[src/rtl/fan_adder_unit.sv]
// FAN reduction node: selects two input lanes and either adds them or forwards both.
// Optional build macro FAN_ADDER_SIGNED_EN treats lanes as two's-complement for the add.
module fan_adder_unit #(
  parameter int unsigned DW_DATA = 8,
  parameter int unsigned NUM_IN  = 4,
  parameter int unsigned SEL_IN  = 2
) (
  input  logic                                 clk,
  input  logic                                 rst,
  input  logic                                 add_en,
  input  logic                                 bypass_en,
  input  logic [DW_DATA*NUM_IN-1:0]            in,
  input  logic [SEL_IN*$clog2(NUM_IN)-1:0]     sel,
  output logic [2*DW_DATA-1:0]                 out,
  output logic                                 out_valid
);

  localparam int unsigned SW = $clog2(NUM_IN);
  localparam int unsigned OW = 2 * DW_DATA;

  // Elaboration-time parameter legality
  generate
    if (SEL_IN != 2) begin : g_bad_sel_in
      $fatal(1, "fan_adder_unit: SEL_IN must be 2");
    end
    if ((NUM_IN < 2) || (NUM_IN > 16) || ((NUM_IN & (NUM_IN - 1)) != 0)) begin : g_bad_num_in
      $fatal(1, "fan_adder_unit: NUM_IN must be a power of two in 2..16");
    end
    if ((DW_DATA < 2) || (DW_DATA > 32)) begin : g_bad_dw
      $fatal(1, "fan_adder_unit: DW_DATA must be in 2..32");
    end
  endgenerate

  logic [DW_DATA-1:0] lane_c [NUM_IN];
  logic [DW_DATA-1:0] op_a_c;
  logic [DW_DATA-1:0] op_b_c;
  logic [DW_DATA:0]   sum_c;
  logic [OW-1:0]      add_res_c;
  logic [OW-1:0]      out_d;
  logic [OW-1:0]      out_q;
  logic               valid_q;

  generate
    for (genvar k = 0; k < NUM_IN; k++) begin : g_lane
      assign lane_c[k] = in[k*DW_DATA +: DW_DATA];
    end
  endgenerate

  // Operand muxes; both slots may pick the same lane
  always_comb begin
    op_a_c = lane_c[sel[0 +: SW]];
    op_b_c = lane_c[sel[SW +: SW]];
  end

`ifdef FAN_ADDER_SIGNED_EN
  always_comb begin
    sum_c     = {op_a_c[DW_DATA-1], op_a_c} + {op_b_c[DW_DATA-1], op_b_c};
    add_res_c = {{(DW_DATA-1){sum_c[DW_DATA]}}, sum_c};
  end
`else
  always_comb begin
    sum_c     = {1'b0, op_a_c} + {1'b0, op_b_c};
    add_res_c = OW'(sum_c);
  end
`endif

  // Add wins over bypass; with no enable the register holds
  always_comb begin
    out_d = out_q;
    if (add_en) begin
      out_d = add_res_c;
    end else if (bypass_en) begin
      out_d = {op_b_c, op_a_c};
    end
  end

  always_ff @(posedge clk) begin
    if (rst) begin
      out_q   <= '0;
      valid_q <= 1'b0;
    end else begin
      out_q   <= out_d;
      valid_q <= add_en | bypass_en;
    end
  end

  assign out       = out_q;
  assign out_valid = valid_q;

endmodule

[config.mk]
export PLATFORM = sky130hd
export DESIGN_NAME = fan_adder_unit
export DESIGN_NICKNAME = d
export VERILOG_FILES = /design/src/rtl/fan_adder_unit.sv
export SDC_FILE = /design/constraint.sdc
export NUM_CORES = 1
export LEC_CHECK = 0
export ABC_CLOCK_PERIOD_IN_PS = 2900
export CAP_MARGIN = 20
export CELL_PAD_IN_SITES_DETAIL_PLACEMENT = 0
export CELL_PAD_IN_SITES_GLOBAL_PLACEMENT = 1
export CORE_MARGIN = 8
export CORE_UTILIZATION = 29
export CTS_CLUSTER_DIAMETER = 40
export DETAILED_ROUTE_END_ITERATION = 7
export PLACE_DENSITY_LB_ADDON = 0.1
export SETUP_SLACK_MARGIN = 0.4
export SKIP_CTS_REPAIR_TIMING = 1
export SLEW_MARGIN = 20
export SYNTH_ARGS = -nofsm -noshare
export SYNTH_HDL_FRONTEND = slang
export SYNTH_SLANG_ARGS = --single-unit
[constraint.sdc]
create_clock -name clk -period 2.9 [get_ports clk]
set_input_delay 0.58 -clock clk [delete_from_list [all_inputs] [get_ports clk]]
set_output_delay 0.58 -clock clk [all_outputs]
set_load 0.05 [all_outputs]
* Word-level counts from Yosys, hierarchy flattened
Index checks and enable logic that the tools add are counted.
Storage, ports and cells: flip-flop bits (word level) 17, bits in latches 0, memory bits (writable) 0, ROM bits 0, input port bits 40, output and inout bits 17, word-level logic and storage cells 19, memories kept 0
Operators by class: add/subtract/negate cells 1, $mul 0, div/mod/pow operators 0, $lt $le $gt $ge 2, eq/ne operators 0, shift-type cells 0, mux-type cells 8, bitwise logic cells 3, reductions and logical operators 2
Operators by type and width (count):
- $bmux 8 s2 | 2
- $mux 8 | 4
- $mux 9 | 2
- $add 8x8->9 | 1
- $ge 3x3->1 const B | 2
- $not 2->3 | 2
- $reduce_bool 2->1 | 1
- $reduce_or 2->1 | 1
- $or 1x1->1 | 1

* Logic depth before layout (Yosys ltp)
Gate-level depths: netlist (run 1).
depth in word-level cells 6, depth in mapped cells 10, depth with buffers taken out 9

* Worst setup path before layout (run 1)
OpenSTA, ideal clock, no wires.
kind input to register, start input sel[2], end register out_q[8], in the netlist out[8], library setup time 0.125 ns, data arrival time 2.642 ns, required time 2.775 ns, setup slack 0.133 ns, stages 10, path buffers 1, path through buf_4 mux4_2 ha_1 inv_1 fa_1 nor2b_4 o31a_1 o22ai_2 nor2_1 o41a_1
On the way: word-level cells in the longest chain between the ends 6, elaborated cells between the ends (all ways) 7, classes of those cells add/sub (1); mux (5); bitwise (1)
Ends and longest elaborated chain:
- from (decl) | line 13 | input logic [SEL_IN*$clog2(NUM_IN)-1:0] sel,
- $not 2->3 (not written as such) * | line 52 | op_b_c = lane_c[sel[SW +: SW]];
- $bmux 8 s2 * | line 52
- $mux 8 (not written as such) * (2 in series) | line 52
- $add 8x8->9 / $mux 9 (equally long branches) | line 62, 72
- $mux 9 * | line 70 | if (add_en) begin
- to (signal assigned) | line 82 | out_q <= out_d;
- to (decl) | line 40 | logic [OW-1:0] out_q;
Mark *: on every way between the ends. The rest lies on a longest branch, timed or not. The select of a mux whose other input is x is not followed. A chain may end at the register's enable or synchronous reset.

* Worst setup path after layout (run 1)
start input sel[0], end register out_q[8], in the netlist out[8]
On the way: word-level cells in the longest chain between the ends 6
Ends and longest elaborated chain:
- $not 2->3 (not written as such) | line 51 | op_a_c = lane_c[sel[0 +: SW]];
- $bmux 8 s2 | line 51
- $mux 8 (not written as such) (2 in series) | line 51
- $add 8x8->9 | line 62 | sum_c = {1'b0, op_a_c} + {1'b0, op_b_c};
- $mux 9 | line 70
No other way between the ends. The select of a mux whose other input is x is not followed.

==> flow_summary_export.csv, run 1 <==
group,metric,value,unit
placed_design,gp_congestion,0.798,
final_layout,final_nets,273,
worst_setup_path,cp_cell_sequence,"buf_6, buf_12, mux4_2, ha_4, inv_2, fa_2, nor2b_4, o31a_1, o22ai_2, nor2_1, o41a_1",
synthesis,synth_area_per_cell,10.7,µm²
worst_setup_path,critPathRequiredTime,3040,ps
die,core_area,0.00466,mm²
synthesis,synth.distinct_cells,34,
worst_setup_path,end_kind,"flip-flop",
timing,fin_crit,2620,ps
final_layout,area_delta_synth_final,80.4,%
min_path,min-delay-start,"out[9]",
drt,drtPass1Iterations,4,
final_layout,fin_cells,277,
placed_design,io_buffers,56,
die,die_w,85.3,µm
pwr,p_leak,1.16,nW
final_layout,diodes,0,
synthesis,synth.yosys.warnings,0,
timing,finalHoldViolations,0,
run_status,status,"finished clean",
clock_network,cts_tree,"done",
global_route,grt_pass1_vias,1560,
clock_network,clkTransAtPathRegs,70,ps
placed_design,post-place-ws,-337,ps
synthesis,ys_ff_latch,17,
timing,period_share,90.3,%
timing,tns,0,ps
synthesis,netlist.area_leader.share,25.9,%
drt,finalWirelength,4.82,mm
timing,rsz0062_at_grt,"yes",
clock_network,ctsHtreeMaxLevel,1,
global_route,gr-usage-all-layers,12.5,%
final_layout,drive_above_1_share,38.1,%
global_route,grt_pass1_wl,7.28,mm
pwr,power,1.03,mW
drt,drt-initial-drc-count,83,
placed_design,dp_cells,262,
timing,fin_worst_skew,0,ps
drt,via_per_inst,5.18,
synthesis,syn_inst,130,
die,num_rows,25,
global_route,grt-ovfl-total,0,
clock_network,clk_latency,260,ps
worst_setup_path,path_class,"in -> reg",
synthesis,synthesis.area,0.00139,mm²
drt,drc,0,
clock_network,clock_sinks,17,
timing,worst_slew_pin_slew,526,ps
synthesis,seq_area_frac_synth,24.5,%
synthesis,synth_top_cell_by_area,"mux4_2",
timing,slew_viol_final,0,
worst_setup_path,cp-start-kind,"input port",
global_route,grt_max_degree,15,
pwr,power.density,411,mW/mm²
synthesis,syn-num-nets,179,
die,initial_utilization,29.9,%
die,dieArea,0.00727,mm²
drt,wl_per_cell,17.4,µm
timing,setup_viol_count_final,0,
drt,vias,1434,
timing,relSlewSlack,64.8,%
run,drv_cap,0,
worst_setup_path,cpMaxStageDelayCell,"mux4_2",
worst_setup_path,slowest_delay,540,ps
worst_setup_path,path_max_fanout,7,
die,io-pin-count,57,
worst_setup_path,reg2reg_from,"out[2]",
die,die_h,85.3,µm
clock_network,root_buffer,"clkbuf_8",
placed_design,dp_hpwl,3.80,mm
drt,ant_nets,0,
clock_network,clk_path_buf_depth,2,
clock_network,cts_buffers,3,
synthesis,synthTopCellsByArea,"mux4_2 (26%), dfxtp_1 (24%), ha_1 (7.2%)",
final_layout,finalCoreUtilization,53.9,%
timing,max_freq,382,MHz
timing,setup_slack,283,ps
pwr,ir_worst_vdd,0.236,mV
worst_setup_path,cp_data_arrival_time,2760,ps
worst_setup_path,startpoint,"sel[0]",
global_route,antenna_found_initial,0,
min_path,hold_class,"reg -> reg",
-- critical path: cells and delay by family --
family | cells | cell delay, ps
AOI/OAI and AO/OA | 3 | 850
and+or+nand+nor | 2 | 130
muxes | 1 | 540
buffers and inverters | 3 | 230
adders and majority gates | 2 | 410
-- final timing paths --
| path | cells after the start | end | slack (ps) |
|---|---|---|---|
| min | 2 | out[9] | 500 |
| min reg2reg | 2 | out[9] | 500 |
| max | 11 | out[8] | 280 |
| max reg2reg | 3 | out[2] | 2030 |
-- cells in the final DEF, fill, tap and decap left out, types with 5 or more instances in the layout --
cell type,count
mux4_2,16
dlymetal6s2s_1,19
clkdlybuf4s50_1,35
nor2_1,10
a21oi_1,9
dfxtp_1,17
a211oi_1,5
mux2i_1,10
buf_4,40
nand2_1,8
ha_4,6
-- Yosys cell counts (all sizes together) --
cell     n
nand2    8
mux4    16
buf      4
o22ai    1
or2      2
clkbuf   5
nor2b    3
fa       1
a221oi   4
o21a     2
nor2    11
ha       8
inv      6
or3      1
o41ai    1
o41a     1
o21ai    3
a211oi   7
and2     1
a21o     1
a41oi    1
xor2     3
o31a     2
nor3     1
a21oi   10
mux2i   10
dfxtp   17
-- layer usage --
metal / GRT usage, % / routed length (µm)
met1: 13.3 / 1930
met2: 22.3 / 2490
met4: 2.87 / 51
met5: 0 / 0
met3: 5.02 / 351
-- registers in the layout, indices dropped and copies added, names as in the netlist --
name       cells
out_valid      1
out           16
-- metrics by stage --
stage | hold WS, ps | instance area (µm²)
final | 496 | 2510
after global routing | 526 | 2510
after CTS | 510 | 2280
after detailed placement | 486 | 2230
after global placement | 480 | 2230
after floorplan | 737 | 1430
-- power breakdown --
part | leakage, nW | total (mW) | internal [mW] | switching (mW)
Combinational | 0.993 | 0.582 | 0.305 | 0.277
Clock | 0.0255 | 0.183 | 0.0955 | 0.0872
Sequential | 0.141 | 0.266 | 0.255 | 0.0107
-- cells by family after synthesis --
logic type      share of synthesized area [%]
compound gates                           17.6
xor+xnor                                 1.89
fa+ha+maj                                8.63
buf+inv                                  5.13
flops                                    24.5
mux                                      33.1
simple gates                             9.17
-- layout make-up --
| class | count | area (µm²) |
|---|---|---|
| clock inverters | 1 | 5.00 |
| fillers | 419 | 2150 |
| repair buffers | 98 | 942 |
| clock buffers | 3 | 41.3 |
| well taps | 54 | 67.6 |
| flip-flops and latches | 17 | 340 |
| inverters | 6 | 22.5 |
| multi-input cells | 98 | 1090 |
Power figures use the tool's default switching activity.
==> run 2, diff against run 1 <==
--- a/config.mk
+++ b/config.mk
@@ -5,14 +5,15 @@
 export SDC_FILE = /design/constraint.sdc
 export NUM_CORES = 1
 export LEC_CHECK = 0
-export ABC_CLOCK_PERIOD_IN_PS = 2900
+export ABC_CLOCK_PERIOD_IN_PS = 3000
 export CAP_MARGIN = 20
 export CELL_PAD_IN_SITES_DETAIL_PLACEMENT = 0
 export CELL_PAD_IN_SITES_GLOBAL_PLACEMENT = 1
 export CORE_MARGIN = 8
-export CORE_UTILIZATION = 29
+export CORE_UTILIZATION = 32
 export CTS_CLUSTER_DIAMETER = 40
 export DETAILED_ROUTE_END_ITERATION = 7
+export GPL_TIMING_DRIVEN = 1
 export PLACE_DENSITY_LB_ADDON = 0.1
 export SETUP_SLACK_MARGIN = 0.4
 export SKIP_CTS_REPAIR_TIMING = 1
==> constraint.sdc (replaced) <==
create_clock -name clk -period 3 [get_ports clk]
set_input_delay 0.6 -clock clk [delete_from_list [all_inputs] [get_ports clk]]
set_output_delay 0.6 -clock clk [all_outputs]
set_load 0.05 [all_outputs]
==> run 2 against run 1 <==
Combinational power decreased by 11%. Setup slack improved by 200 ps. Design area decreased by 4.0%. Non-clock buffer count decreased by 13. Clock skew unchanged. Sequential share of layout area increased by 0.56 points.
==> flow_summary_export.csv, run 2 (synthesis results as in run 1) <==
group,metric,value,unit
final_layout,seq_area,340,µm²
timing,setup_viol_count_final,0,
worst_setup_path,path_class,"in -> reg",
clock_network,ctsHtreeMaxLevel,1,
pwr,swShare,36.3,%
drt,drc,0,
die,core_area,0.00426,mm²
placed_design,place_area,0.00216,mm²
pwr,p_leak,1.09,nW
drt,wl_per_cell,17.2,µm
timing,fin_worst_skew,0,ps
timing,finalHoldViolations,0,
timing,worst_slew_pin_slew,525,ps
drt,drt-initial-drc-count,42,
drt,wl_met3,248,µm
final_layout,area_delta_synth_final,73.2,%
clock_network,clk_path_buf_depth,2,
worst_setup_path,critPathRequiredTime,3140,ps
die,initial_utilization,32.6,%
worst_setup_path,critPathTopFamily,"compound AO/OA/AOI/OAI gates",
worst_setup_path,cp_cell_sequence,"buf_8, buf_12, mux4_2, ha_4, inv_2, fa_2, nor2b_4, o31a_1, o22ai_2, nor2_1, o41a_1",
timing,slew_viol_final,0,
global_route,antenna_found_initial,0,
final_layout,nFillCells,380,
final_layout,multi_input_area,0.00108,mm²
drt,wl_met1,1.94,mm
worst_setup_path,cp_data_arrival_time,2660,ps
die,die_h,81.9,µm
worst_setup_path,path_max_fanout,6,
drt,via_per_inst,5.24,
drt,drtPass1Iterations,4,
global_route,grt_max_degree,19,
pwr,ir_worst_vdd,0.248,mV
worst_setup_path,slowest_delay,540,ps
placed_design,dp_hpwl,3.59,mm
global_route,grt_pass1_vias,1424,
die,dieArea,0.00671,mm²
pwr,power.internal,610,µW
run,drv_cap,0,
placed_design,gp_congestion,0.823,
placed_design,dp_cells,249,
final_layout,diodes,0,
pwr,seq_power_share,26.8,%
timing,tns,0,ps
pwr,net-switching-power,348,µW
final_layout,final_nets,260,
min_path,hold_class,"reg -> reg",
pwr,clkPwrFrac,18.8,%
worst_setup_path,cp-start-kind,"input port",
final_layout,final_common_cell,"clkdlybuf4s50_1",
drt,ant_nets,0,
clock_network,cts_buffers,3,
timing,max_freq,397,MHz
run_status,status,"finished clean",
worst_setup_path,end_kind,"flip-flop",
final_layout,fin_cells,262,
die,io-pin-count,57,
clock_network,root_buffer,"clkbuf_8",
worst_setup_path,crit_buf_inv,3,
clock_network,clock_sinks,17,
pwr,power.density,398,mW/mm²
final_layout,postLayoutCellArea,0.00241,mm²
drt,finalWirelength,4.50,mm
timing,hold_ws,493,ps
global_route,grt_pass1_wl,7.00,mm
placed_design,io_buffers,56,
worst_setup_path,cpMaxStageDelayCell,"mux4_2",
timing,rsz0062_at_grt,"yes",
timing,relSlewSlack,64.9,%
timing,fin_crit,2520,ps
clock_network,cts_tree,"done",
die,die_w,81.9,µm
drt,top_layer_used,"met4",
final_layout,largest_reg_flops,16,
clock_network,clk_latency,250,ps
final_layout,final_cell_mix,"clkdlybuf4s50_1 (36), buf_4 (27), dlymetal6s2s_1 (18)",
pwr,combPwrFrac,54.3,%
die,num_rows,24,
global_route,gr-usage-all-layers,13.3,%
final_layout,drive_above_1_share,33.8,%
timing,period_share,84.0,%
drt,vias,1373,
global_route,grt-ovfl-total,0,
drt,wl_met2,2.31,mm
worst_setup_path,r2r_slack,2140,ps
clock_network,clkTransAtPathRegs,70,ps
run 2: metrics by stage:
step / power [mW] / setup WS, ps / util (%)
floorplan: 0.553 / 378 / -
CTS: 0.913 / 35.1 / 51.7
finish: 0.958 / 480 / 56.5
detailed placement: 0.728 / -234 / 50.6
global route: 1.01 / 391 / 56.5
global placement: 0.726 / -201 / 50.6
run 2: routing by layer:
metal / GRT usage, % / up-vias
met5: 0 / -
met4: 1.93 / 0
met3: 3.72 / 2
met2: 23.3 / 36
met1: 16.2 / 667
li1: - / 668
run 2: area by class of cell:
type,instances,area share [%]
Sequential cell,17,14.1
Timing Repair Buffer,85,35.5
Tap cell,52,2.70
Inverter,6,0.935
Clock buffer,4,1.87
Multi-Input combinational cell,98,44.9
run 2: worst paths after layout:
| path | endpoint | start | cells after the start |
|---|---|---|---|
| setup / recovery | out[8] | sel[0] | 11 |
| hold reg to reg | out[10] | out[10] | 2 |
| hold / removal | out[10] | out[10] | 2 |
| setup reg to reg | out[2] | out[2] | 3 |
run 2: worst min-delay path, delay by kind of cell (launching register included):
family / cells / cell delay, ps
DFF: 1 / 320
muxes: 1 / 60
and+or+nand+nor: 1 / 70
run 2: power by group through the flow:
stage / Sequential, mW / Clock [mW] / Combinational (mW)
after floorplan: 0.334 / 0 / 0.219
after global placement: 0.261 / 0 / 0.465
after detailed placement: 0.263 / 0 / 0.466
after CTS: 0.257 / 0.186 / 0.470
after global routing: 0.260 / 0.190 / 0.561
final: 0.257 / 0.181 / 0.520
==> run 3, diff against run 2 <==
--- a/config.mk
+++ b/config.mk
@@ -5,12 +5,12 @@
 export SDC_FILE = /design/constraint.sdc
 export NUM_CORES = 1
 export LEC_CHECK = 0
-export ABC_CLOCK_PERIOD_IN_PS = 3000
+export ABC_CLOCK_PERIOD_IN_PS = 2040
 export CAP_MARGIN = 20
 export CELL_PAD_IN_SITES_DETAIL_PLACEMENT = 0
 export CELL_PAD_IN_SITES_GLOBAL_PLACEMENT = 1
 export CORE_MARGIN = 8
-export CORE_UTILIZATION = 32
+export CORE_UTILIZATION = 29
 export CTS_CLUSTER_DIAMETER = 40
 export DETAILED_ROUTE_END_ITERATION = 7
 export GPL_TIMING_DRIVEN = 1
==> constraint.sdc (replaced) <==
create_clock -name clk -period 2.04 [get_ports clk]
set_input_delay 0.408 -clock clk [delete_from_list [all_inputs] [get_ports clk]]
set_output_delay 0.408 -clock clk [all_outputs]
set_load 0.05 [all_outputs]
==> run 3 against run 2 <==
The flow now finishes with violations (setup timing). Non-clock buffer count shrank 2. Combinational power up 55%. Via count grew 0.80%. Sequential share of layout area down 0.43 points. Hold slack lost 4.0 ps. Critical path depth fell by 1. First-iteration DRC count up 74%. Final cell count stayed put.
==> flow_summary_export.csv, run 3 (synthesis results as in run 1) <==
group,metric,value,unit
run_status,status,"finished, violations left",
run_status,failed_checks,"setup timing",
final_layout,finalCoreUtilization,53.3,%
worst_setup_path,critPathTopFamily,"compound AO/OA/AOI/OAI gates",
die,core_area,0.00466,mm²
final_layout,largest_reg_flops,16,
drt,via_per_inst,5.28,
drt,drtPass1Iterations,4,
clock_network,cts_buffers,3,
final_layout,nFillCells,413,
global_route,gr-usage-all-layers,12.9,%
drt,drc,0,
drt,vias,1384,
placed_design,post-place-ws,-953,ps
placed_design,gp_congestion,0.878,
placed_design,dp_hpwl,3.84,mm
global_route,grt_pass1_vias,1446,
timing,setup_slack,-223,ps
worst_setup_path,critPathRequiredTime,2220,ps
worst_setup_path,cp_cell_sequence,"buf_8, buf_6, mux4_2, buf_6, ha_4, a211oi_4, nor2_2, a41oi_2, xor2_1, a221oi_2",
die,dieArea,0.00727,mm²
final_layout,final_cell_mix,"dlymetal6s2s_1 (34), buf_4 (21), dfxtp_1 (17)",
worst_setup_path,path_max_fanout,3,
final_layout,area_delta_synth_final,78.7,%
min_path,holdPathStages,2,
timing,slew_viol_final,0,
timing,max_freq,442,MHz
clock_network,clkTransAtPathRegs,80,ps
final_layout,final_common_cell,"dlymetal6s2s_1",
worst_setup_path,path_class,"in -> reg",
timing,relSlewSlack,64.3,%
final_layout,fin_cells,262,
global_route,grt-ovfl-total,0,
clock_network,clock_sinks,17,
timing,fin_crit,2260,ps
clock_network,clk_path_buf_depth,2,
pwr,p_leak,1.35,nW
timing,finalHoldViolations,0,
worst_setup_path,reg2reg_depth,3,
die,num_rows,25,
clock_network,cts_tree,"done",
final_layout,final_nets,258,
clock_network,ctsHtreeMaxLevel,1,
final_layout,diodes,0,
die,io-pin-count,57,
worst_setup_path,cp_common_cell,"buf_6",
timing,hold_ws,489,ps
timing,worst_slew_pin_slew,534,ps
placed_design,place_area,0.00230,mm²
worst_setup_path,crit_buf_inv,3,
worst_setup_path,end_kind,"flip-flop",
die,initial_utilization,29.9,%
worst_setup_path,slowest_delay,530,ps
run,drv_cap,0,
placed_design,io_buffers,56,
drt,ant_nets,0,
drt,wl_per_cell,17.8,µm
final_layout,drive_above_1_share,39.4,%
clock_network,clk_latency,250,ps
placed_design,dp_cells,256,
global_route,antenna_found_initial,0,
min_path,hold_class,"reg -> reg",
drt,finalWirelength,4.67,mm
die,die_w,85.3,µm
worst_setup_path,cp_data_arrival_time,2440,ps
worst_setup_path,path_depth,10,
timing,rsz0062_at_grt,"yes",
global_route,grt_max_degree,19,
pwr,power,1.45,mW
timing,period_share,111,%
die,die_h,85.3,µm
drt,drt-initial-drc-count,73,
final_layout,postLayoutCellArea,0.00249,mm²
pwr,power.density,584,mW/mm²
worst_setup_path,cpMaxStageDelayCell,"mux4_2",
global_route,grt_pass1_wl,7.45,mm
worst_setup_path,cp-start-kind,"input port",
timing,tns,-800,ps
timing,fin_worst_skew,0,ps
timing,setup_viol_count_final,5,
clock_network,root_buffer,"clkbuf_8",
pwr,ir_worst_vdd,0.266,mV
==> run 3: changes by cell type in the layout (fill, tap and decap cells not counted), sizes merged <==
cell,previous run,this run
clkinv,0,1
clkbuf,4,8
dlymetal6s2s,18,34
clkdlybuf4s50,36,15
buf,31,29
==> run 3: path summary, 6_finish.rpt <==
check | from | endpoint | slack [ps]
setup / recovery | sel[2] | out[7] | -220
hold reg to reg | out[10] | out[10] | 490
hold / removal | out[10] | out[10] | 490
setup reg to reg | out[2] | out[2] | 1100
==> run 3: per-layer routing <==
layer,routed length (µm),vias up,global-route usage (%),share of wire (%)
li1,-,660,-,-
met3,224,4,3.57,4.8
met4,35,0,2.87,0.75
met2,2260,33,21.1,49
met1,2140,687,16.4,46
met5,0,-,0,0
==> run 3: layout make-up <==
class                           count  area [µm²]  share of cell area, %
Timing Repair Buffer               83         868                   34.9
Clock buffer                        3        41.3                   1.66
Inverter                            6        22.5                  0.906
Sequential cell                    17         340                   13.7
Tap cell                           54        67.6                   2.72
Clock inverter                      1        5.00                  0.201
Multi-Input combinational cell     98        1140                   45.9
==> run 3: power breakdown <==
| group | switching, mW | leakage [nW] | internal (mW) |
|---|---|---|---|
| Sequential | 0.0145 | 0.141 | 0.363 |
| Clock | 0.132 | 0.0255 | 0.136 |
| Combinational | 0.397 | 1.18 | 0.411 |
| Total | 0.543 | 1.35 | 0.910 |
==> run 3: worst reg2reg max path: cells and delay by family, from the launching register on <==
kind,cells,cell delay (ps)
AO/OA/AOI/OAI,2,370
flip-flops,1,330
AND/OR/NAND/NOR,1,130
